===== config.mk =====
export PLATFORM = sky130hd
export DESIGN_NAME = dm_arbiter
export DESIGN_NICKNAME = d
export VERILOG_FILES = /design/src/rtl/dm_arbiter.sv
export SDC_FILE = /design/constraint.sdc
export NUM_CORES = 1
export LEC_CHECK = 0
export CAP_MARGIN = 15
export CORE_AREA = 2 2 120 122
export DETAILED_ROUTE_END_ITERATION = 10
export DIE_AREA = 0 0 122 124
export DONT_BUFFER_PORTS = 1
export PLACE_DENSITY = 0.47
export RECOVER_POWER = 50
export SYNTH_ARGS = -nofsm -noshare
export SYNTH_HDL_FRONTEND = slang
export SYNTH_SLANG_ARGS = --single-unit

===== constraint.sdc =====
create_clock -name clk -period 1.9 [get_ports clk]
set_input_delay 0.285 -clock clk [delete_from_list [all_inputs] [get_ports clk]]
set_output_delay 0.285 -clock clk [all_outputs]
set_load 0.005 [all_outputs]

===== src/rtl/dm_arbiter.sv =====
// dm_arbiter: shares the byte-lane data memory between port 0 (core) and port 1 (DMA/loader).
// Optional DM_ARB_STATS_EN adds per-port transfer counters and a starvation-force counter.
`ifndef DM_OP_BIT
`define DM_OP_BIT 3
`endif
`ifndef DM_ADDR_BIT
`define DM_ADDR_BIT 32
`endif

module dm_arbiter #(
    parameter int unsigned WAIT_MAX  = 4,
    parameter int unsigned BURST_MAX = 8
) (
    input  logic                    clk,
    input  logic                    rst_n,
    input  logic                    req0,
    input  logic [`DM_OP_BIT-1:0]   op0,
    input  logic                    w_en0,
    input  logic [`DM_ADDR_BIT-1:0] addr0,
    input  logic [31:0]             wdata0,
    output logic                    gnt0,
    output logic                    rvalid0,
    output logic [31:0]             rdata0,
    input  logic                    req1,
    input  logic [`DM_OP_BIT-1:0]   op1,
    input  logic                    w_en1,
    input  logic [`DM_ADDR_BIT-1:0] addr1,
    input  logic [31:0]             wdata1,
    output logic                    gnt1,
    output logic                    rvalid1,
    output logic [31:0]             rdata1,
    input  logic                    lock1,
    output logic                    dm_en,
    output logic [`DM_OP_BIT-1:0]   dm_op,
    output logic                    dm_w_en,
    output logic [`DM_ADDR_BIT-1:0] dm_addr,
    output logic [31:0]             dm_data_in,
`ifdef DM_ARB_STATS_EN
    output logic [15:0]             stat_gnt0,
    output logic [15:0]             stat_gnt1,
    output logic [7:0]              stat_force,
`endif
    input  logic [31:0]             dm_data
);

    localparam logic [3:0] WaitMax  = 4'(WAIT_MAX);
    localparam logic [7:0] BurstMax = 8'(BURST_MAX);

    typedef enum logic [0:0] {StArb, StBurst1} state_t;

    state_t      r_state, w_state_d;
    logic [3:0]  r_wait_cnt, w_wait_d;
    logic [7:0]  r_burst_cnt, w_burst_d, w_burst_inc;
    logic        w_gnt0, w_gnt1, w_force;
    logic        r_rvalid0, r_rvalid1;
    logic [31:0] r_rdata0, r_rdata1;

    assign w_burst_inc = r_burst_cnt + 8'd1;

    always_comb begin
        w_state_d = r_state;
        w_wait_d  = r_wait_cnt;
        w_burst_d = r_burst_cnt;
        w_gnt0    = 1'b0;
        w_gnt1    = 1'b0;
        w_force   = 1'b0;
        unique case (r_state)
            StArb: begin
                w_force = req1 && req0 && (r_wait_cnt == WaitMax);
                w_gnt1  = req1 && (!req0 || w_force);
                w_gnt0  = req0 && !w_gnt1;
                if (!req1 || w_gnt1) begin
                    w_wait_d = 4'd0;
                end else if (r_wait_cnt != WaitMax) begin
                    w_wait_d = r_wait_cnt + 4'd1;
                end
                // The entering grant counts as the first locked grant of the burst.
                if (w_gnt1 && lock1 && (BURST_MAX > 1)) begin
                    w_state_d = StBurst1;
                    w_burst_d = 8'd1;
                end
            end
            StBurst1: begin
                w_gnt1   = req1;
                w_wait_d = 4'd0;
                if (!lock1 || !req1 || (w_burst_inc == BurstMax)) begin
                    w_state_d = StArb;
                    w_burst_d = 8'd0;
                end else begin
                    w_burst_d = w_burst_inc;
                end
            end
            default: begin
                w_state_d = StArb;
            end
        endcase
        if (!rst_n) begin
            w_gnt0 = 1'b0;
            w_gnt1 = 1'b0;
        end
    end

    always_comb begin
        dm_en      = 1'b0;
        dm_w_en    = 1'b0;
        dm_op      = '0;
        dm_addr    = '0;
        dm_data_in = '0;
        if (w_gnt0) begin
            dm_en      = 1'b1;
            dm_w_en    = w_en0;
            dm_op      = op0;
            dm_addr    = addr0;
            dm_data_in = wdata0;
        end else if (w_gnt1) begin
            dm_en      = 1'b1;
            dm_w_en    = w_en1;
            dm_op      = op1;
            dm_addr    = addr1;
            dm_data_in = wdata1;
        end
    end

    always_ff @(posedge clk or negedge rst_n) begin
        if (!rst_n) begin
            r_state     <= StArb;
            r_wait_cnt  <= 4'd0;
            r_burst_cnt <= 8'd0;
            r_rvalid0   <= 1'b0;
            r_rvalid1   <= 1'b0;
            r_rdata0    <= 32'd0;
            r_rdata1    <= 32'd0;
        end else begin
            r_state     <= w_state_d;
            r_wait_cnt  <= w_wait_d;
            r_burst_cnt <= w_burst_d;
            r_rvalid0   <= w_gnt0 && !w_en0;
            r_rvalid1   <= w_gnt1 && !w_en1;
            if (w_gnt0 && !w_en0) r_rdata0 <= dm_data;
            if (w_gnt1 && !w_en1) r_rdata1 <= dm_data;
        end
    end

`ifdef DM_ARB_STATS_EN
    logic [15:0] r_stat_gnt0, r_stat_gnt1;
    logic [7:0]  r_stat_force;

    always_ff @(posedge clk or negedge rst_n) begin
        if (!rst_n) begin
            r_stat_gnt0  <= 16'd0;
            r_stat_gnt1  <= 16'd0;
            r_stat_force <= 8'd0;
        end else begin
            if (w_gnt0) r_stat_gnt0 <= r_stat_gnt0 + 16'd1;
            if (w_gnt1) r_stat_gnt1 <= r_stat_gnt1 + 16'd1;
            if (w_force && (r_stat_force != 8'hFF)) r_stat_force <= r_stat_force + 8'd1;
        end
    end

    assign stat_gnt0  = r_stat_gnt0;
    assign stat_gnt1  = r_stat_gnt1;
    assign stat_force = r_stat_force;
`endif

    assign gnt0    = w_gnt0;
    assign gnt1    = w_gnt1;
    assign rvalid0 = r_rvalid0;
    assign rvalid1 = r_rvalid1;
    assign rdata0  = r_rdata0;
    assign rdata1  = r_rdata1;

endmodule


# Word-level counts from Yosys, hierarchy flattened
# Index checks and enable logic that the tools add are counted.
[totals]
elab_cells = 55
in_bits = 173
reg_bits = 79
[op_classes]
n_eq_ne = 5
n_reduce_logical = 17
bitwise_logic = 1
n_addsub = 2
mux = 23
[ops]
columns = ["cell", "count"]
rows = [
  ["$mux 32", 4],
  ["$mux 8", 2],
  ["$pmux 8 s2", 1],
  ["$mux 1", 9],
  ["$add 8x1->8 const B", 1],
  ["$eq 8x4->1 const B", 1],
  ["$mux 4", 2],
  ["$pmux 4 s2", 1],
  ["$logic_and 1x1->1", 7],
  ["$logic_not 1->1", 6],
  ["$mux 3", 2],
  ["$add 4x1->4 const B", 1],
  ["$eq 4x3->1 const B", 1],
  ["$logic_or 1x1->1", 4],
  ["$ne 4x3->1 const B", 1],
  ["$pmux 1 s2", 2],
  ["$ne 3x3->1 const B", 1],
  ["$ne 2x2->1 const B", 1],
  ["$not 1->1", 1],
]

# Longest topological paths before layout
# Gate-level depths: netlist (run 1).
[logic_depth]
ltp_word = 9
depth_mapped = 8

# Worst setup path after synthesis (run 1)
# OpenSTA, ideal clock, no wires.
[synth_path]
kind = "register to output"
start = "reg r_wait_cnt[0]"
end = "out dm_addr[14]"
slack_ps = -183
stages_incl_launch_ff = 8
arrival_ps = 1798
path_cell_list = "dfrtp_1 -> inv_1 -> ha_1 -> and4b_1 -> nor3b_4 -> clkbuf_1 -> buf_2 -> a22o_1"
[synth_via]
elab_chain_cells = 9
elab_cells_between_ends = 12
classes_between = "eq/ne (1); mux (6); reduce/logical (5)"
[synth_rtl]
columns = ["element", "line_no", "source"]
rows = [
  ["start: declaration", "52", "logic [3:0] r_wait_cnt, w_wait_d;"],
  ["start signal: assignment", "135", "r_wait_cnt <= w_wait_d;"],
  ["$eq 4x3->1 (*)", "69", "w_force = req1 && req0 && (r_wait_cnt == WaitMax);"],
  ["$logic_and 1x1->1 (*)", "69", ""],
  ["$logic_or 1x1->1 (*)", "70", "w_gnt1 = req1 && (!req0 || w_force);"],
  ["$logic_and 1x1->1 (*)", "70", ""],
  ["parallel branches: the longest is 4 deep, another holds $mux 32", "n/a", ""],
  ["$mux 32 (*)", "109", "if (w_gnt0) begin"],
  ["end: declaration", "36", "output logic [`DM_ADDR_BIT-1:0] dm_addr,"],
]
# Mark *: on every way between the ends.

# Final worst setup path (run 1)
[layout_path]
start = "reg r_wait_cnt[0]"
end = "out dm_data_in[25]"
[layout_via]
elab_chain_cells = 9
elab_cells_between_ends = 12
classes_between = "eq/ne (1); mux (6); reduce/logical (5)"
[layout_rtl]
columns = ["element", "line_no", "source"]
rows = [
  ["$eq 4x3->1 (*)", "69", ""],
  ["$logic_and 1x1->1 (*)", "69", ""],
  ["$logic_or 1x1->1 (*)", "70", ""],
  ["$logic_and 1x1->1 (*)", "70", ""],
  ["parallel branches: the longest is 4 deep, another holds $mux 32", "n/a", ""],
  ["$mux 32 (*)", "109", ""],
  ["end: declaration", "37", "output logic [31:0] dm_data_in,"],
]
# Marks and branches as above.

==> flow_summary.toml, run 1 <==
[place]
post_dp_cell_area_um2 = 4120
port_buffers = 0
numPlacedInstances = 470
dp_hpwl_um = 9620
gp_congestion = 0.811

[clock_tree]
clock_latency_ns = 0.34
cts_made_buffers = 9
root_buffer = "clkbuf_16"
cts_tree = "done"
cts_buffer_depth = 2
cts.sinks = 79
clk_pin_slew_ns = 0.06
htreeDepth = 3

[detailed_routing]
firstDrtPassIters = 4
ant_nets = 0
via_per_inst = 5.57
vias = 2873
wl_um = 14800
drcViolationCount = 0
wire_per_inst_um = 28.8
drt_iter0_drc = 148

[floorplanning]
die_area_um2 = 15100
initial_core_util_pct = 27.9
die_x_um = 122
core_area_um2 = 13700
rows = 43
num_io_pins = 310
dieHeight_um = 124

[critical_path]
critPathLaunch = "r_wait_cnt[0]"
critical_path.endpoint = "dm_data_in[25]"
cp_max_fo = 8
critPathKind = "reg2out"
cp.required_ns = 1.62
worstReg2RegEnd = "rdata1[3]"
worst-r2r-setup-slack_ns = -0.25
start_kind = "flip-flop"
ff2ff_path_depth = 10
r2r-start = "r_wait_cnt[0]"
cp.arrival_ns = 1.99
endpoint_kind = "output pin"

[timing]
timing.max_slew.rel_slack_pct = 72.9
finalCritPeriodShare_pct = 120
skew_ns = 0.00584
tightest_slew_ns = 0.403
finalCriticalPeriod_ns = 2.28
finalWorstSetupSlack_ns = -0.379
hold_violations = 79
drv_slew = 0
grt_setup_unrepaired = "true"
tns_ns = -35.06
fmax_mhz = 439
finalSetupViolations = 135
hold_ws_ns = -0.362

[outcome]
violations = "negative hold slack, negative setup slack"
outcome = "finished with violations"

[synthesis]
yosys_warnings = 0
synth_flop_cell = "dfrtp_1"
synth_edf_count = 0
synthesis.area_um2 = 3820
synthCells = 296
synthArstFlopShare_pct = 100
ys_seq_elements = 79
syn_nets = 472
yosysUniqueCellTypes = 33
syn_avg_cell_area_um2 = 12.9
ys_seq_area_share_pct = 51.7

[flow_run]
cap_violations = 0

[min_path]
hold_path.class = "in2async"

[power_and_ir_drop]
power_density_nw_per_um2 = 935
p_total_w = 0.00508
p_leak_nw = 2.42
ir_drop_mv = 0.444

[grt]
grt_pass1_wl_um = 18300
grt_max_degree = 83
overflow = 0
grt_antenna_before_repair = 1
grtUsageTotal_pct = 17.0
grt_pass1_vias = 2859

[final_layout]
final_nets = 506
fin_area_um2 = 5440
fin_cells = 516
area_delta_synth_final_pct = 42.1
drive_above_1_share_pct = 37.9
-- synth_stat cells, drive strengths merged (2+ instances only) --
library cell	number	area, um2
a21oi	2	10.0
buf	10	76.3
a22o	70	613
dfrtp	79	1980
inv	3	11.3
xnor2	2	17.5
nor2	8	35.0
ha	3	37.5
nand3	5	25.0
nand2	9	33.8
and3	3	18.8
and2	2	12.5
xor2	3	26.3
mux2	64	721
nand2b	2	12.5
clkbuf	11	41.3
o21ai	8	40.0
-- stage by stage --
stage	util, %	worst slack, ns	hold WS, ns
floorplan	-	-0.00742	-0.0106
global placement	30.0	-0.0536	-0.00883
detailed placement	30.0	-0.0956	-0.00878
CTS	36.5	-0.400	-0.377
global route	39.6	-0.464	-0.386
finish	39.6	-0.379	-0.362
-- routing by layer --
layer  vias up  GRT usage [%]  share of wire, %
li1       1209              -                 -
met1      1470           23.2                43
met2       183           25.4                46
met3        11           6.32                10
met4         0           4.67               1.2
met5         -              0                 0
-- critical path, cell delays in order, from the launching register on --
cell	delay, ns
dfrtp_1	0.37
inv_1	0.07
ha_2	0.15
and4b_2	0.30
nor3b_4	0.07
buf_12	0.16
buf_12	0.13
buf_16	0.13
a22o_4	0.26
-- final cells by class --
class	instances	area [um2]
well taps	180	225
inverters	3	11.3
diodes	1	2.50
repair buffers	44	800
flip-flops and latches	79	1980
fillers	1272	8280
clock buffers	12	256
multi-input cells	193	2090
clock inverters	4	76.3
-- cell families after synthesis --
kind of cell / after synthesis / share of synthesized area (%)
DFF: 79 / 51.7
and+or+nand+nor: 35 / 5.40
AOI/OAI and AO/OA: 86 / 18.6
xor gates and xnor gates: 5 / 1.15
buffers and inverters: 24 / 3.37
adders and majority gates: 3 / 0.982
muxes: 64 / 18.8
-- flip-flops by register name (all words and copies together), names as in the netlist --
name and flops:
rdata0 32, rdata1 32, r_burst_cnt 8, r_wait_cnt 4, r_state 1, rvalid0 1
rvalid1 1
-- cells in the final DEF (no fill, tap or decap), types with 8 or more instances in the layout --
master / Yosys / routed
a22o_1: 70 / 44
a22o_4: 0 / 25
clkbuf_16: 0 / 18
o21ai_0: 8 / 8
dfrtp_1: 79 / 79
buf_4: 3 / 11
mux2_1: 61 / 30
mux2_4: 0 / 34
buf_12: 0 / 11
nand2_1: 9 / 9
-- what timing repair did --
| action | in CTS | in global routing |
|---|---|---|
| gates cloned | 8 | 10 |
| pin swaps | 9 | 15 |
| setup endpoints to repair | 132 | 136 |
| hold endpoints to repair | 79 | 79 |
| setup buffers | 10 | 6 |
| resized for setup | 51 | 44 |
-- worst min path at each step --
stage	from	end
after floorplan	rst_n	r_burst_cnt[0]
after global placement	rst_n	rdata0[14]
after detailed placement	rst_n	rdata1[14]
after CTS	rst_n	rvalid1
after global routing	rst_n	rdata0[14]
final	rst_n	rvalid1
-- where the power goes --
group          switching, W  leakage, nW  internal, W
combinational      0.000331         1.30     0.000573
sequential         0.000277        0.966      0.00201
clock              0.000662        0.159      0.00123
total               0.00127         2.42      0.00381
Power figures use the tool's default switching activity.
==> inputs of run 2 (changes only) <==
PLACE_DENSITY = 0.45   (was 0.47)
clock period = 2.5 ns   (was 1.9 ns; I/O delays follow)
==> run 2 against run 1 <==
  * The run ends with negative hold slack left
  * Sequential share of layout area rose by 7.8 points
  * Clock skew rose by 0.0023 ns
  * Global-route usage fell by 1.1 points
  * Die area did not move
==> flow_summary.toml, run 2 (synthesis results as in run 1) <==
[outcome]
outcome = "finished with violations"
violations = "negative hold slack"

[grt]
overflow = 0
grt_pass1_vias = 2606
grt_antenna_before_repair = 4
grt_max_degree = 83
grt_pass1_wl_um = 16900
grtUsageTotal_pct = 15.9

[floorplanning]
die_x_um = 122
dieHeight_um = 124
num_io_pins = 310
die_area_um2 = 15100
initial_core_util_pct = 27.9
rows = 43
core_area_um2 = 13700

[clock_tree]
cts_tree = "done"
cts_buffer_depth = 2
htreeDepth = 3
root_buffer = "clkbuf_16"
clk_pin_slew_ns = 0.06
cts_made_buffers = 9
cts.sinks = 79
clock_latency_ns = 0.34

[timing]
finalCriticalPeriod_ns = 2.41
grt_setup_unrepaired = "true"
timing.max_slew.rel_slack_pct = 60.0
finalSetupViolations = 0
finalCritPeriodShare_pct = 96.5
fmax_mhz = 415
hold_violations = 79
skew_ns = 0.00815
tightest_slew_ns = 0.595
hold_ws_ns = -0.271
drv_slew = 0

[detailed_routing]
wl_met1_um = 5320
dr_wl_met2_um = 5700
ant_nets = 0
drt_iter0_drc = 191
via_per_inst = 5.63
firstDrtPassIters = 4
wl_um = 13300
wire_per_inst_um = 27.3
wl_met3_um = 1980
drcViolationCount = 0
vias = 2740
routed.top_layer = "met5"

[min_path]
hold_path.class = "in2async"

[final_layout]
drive_above_1_share_pct = 14.1
final_common_cell = "dfrtp_1"
register_area_um2 = 1980
final_nets = 476
fin_area_um2 = 4470
mostFrequentLayoutCells = "dfrtp_1, a22o_1, mux2_1, clkbuf_16, nand2_1"
multiInputGateArea_um2 = 1760
n_fill_cell = 1364
area_delta_synth_final_pct = 17.0

[critical_path]
ff2ff_path_depth = 8
endpoint_kind = "output pin"
start_kind = "flip-flop"
cp.arrival_ns = 2.04
worst-r2r-setup-slack_ns = 0.30
critPathLaunch = "r_wait_cnt[0]"
worstReg2RegEnd = "rdata0[0]"
cp.required_ns = 2.12
r2r-start = "r_wait_cnt[0]"
cp_max_fo = 8
critPathKind = "reg2out"

[place]
post_dp_cell_area_um2 = 4010
gp_congestion = 0.842
port_buffers = 0
dp_hpwl_um = 10100

[power_and_ir_drop]
p_leak_nw = 1.90
power_density_nw_per_um2 = 770
ir_drop_mv = 0.331

[flow_run]
cap_violations = 0
run 2: cell count changes in the layout (fill, tap and decap cells not counted), moves of 2 or more:
cell / delta
mux2_4: -34
mux2_2: +3
a22o_1: +21
mux2_1: +31
diode_2: +2
buf_4: -5
clkbuf_8: -2
buf_16: -6
buf_8: -3
a22o_4: -22
buf_12: -8
clkbuf_16: -7
run 2: worst max path at each step:
stage | to | depth (start not counted)
after global placement | dm_data_in[31] | 7
after detailed placement | dm_data_in[31] | 7
after CTS | dm_data_in[14] | 6
after floorplan | dm_addr[14] | 7
after global routing | dm_data_in[0] | 7
final | dm_addr[20] | 7
run 2: per-layer routing:
layer / global-route usage, % / vias to the layer above
li1: - / 1143
met1: 20.1 / 1372
met2: 21.5 / 200
met3: 10.2 / 21
met4: 6.03 / 4
met5: 0 / -
run 2: final cells by class:
| class | instances | area share (%) |
|---|---|---|
| clock inverters | 5 | 1.32 |
| clock buffers | 10 | 5.12 |
| repair buffers | 14 | 4.59 |
| multi-input cells | 193 | 39.3 |
| flip-flops and latches | 79 | 44.2 |
| diodes | 3 | 0.168 |
| inverters | 3 | 0.252 |
| well taps | 180 | 5.04 |
run 2: per-stage QoR:
stage	worst slack [ns]	setup TNS (ns)	cells	total power (W)	utilization, %
final	0.0876	0	487	0.00344	32.6
after global routing	-0.00395	-0.0287	484	0.00363	32.5
after CTS	-0.0134	-0.0346	479	0.00348	31.8
after detailed placement	0.203	0	460	0.00216	29.3
after global placement	0.231	0	460	0.00214	29.3
after floorplan	0.327	0	296	0.00201	-
run 2: worst max-delay path, stage by stage, from the launching register on:
cell and delay (ns):
dfrtp_1 0.39, inv_1 0.06, ha_2 0.17, and4b_2 0.27
nor3b_4 0.29, buf_6 0.19, clkbuf_16 0.17, a22o_1 0.16
run 2: power breakdown:
group	internal [W]	total, W	switching [W]
Clock	0.000769	0.00129	0.000516
Sequential	0.00153	0.00173	0.000204
Combinational	0.000236	0.000427	0.000190
Total	0.00253	0.00344	0.000910
run 2: what timing repair did:
| item | in CTS | in global routing |
|---|---|---|
| pin swaps | 2 | 22 |
| gates cloned | 1 | 3 |
| setup endpoints to repair | 58 | 40 |
| endpoints found under the hold margin | 79 | 79 |
| buffers inserted | 3 | 2 |
| resized for setup | 1 | 8 |
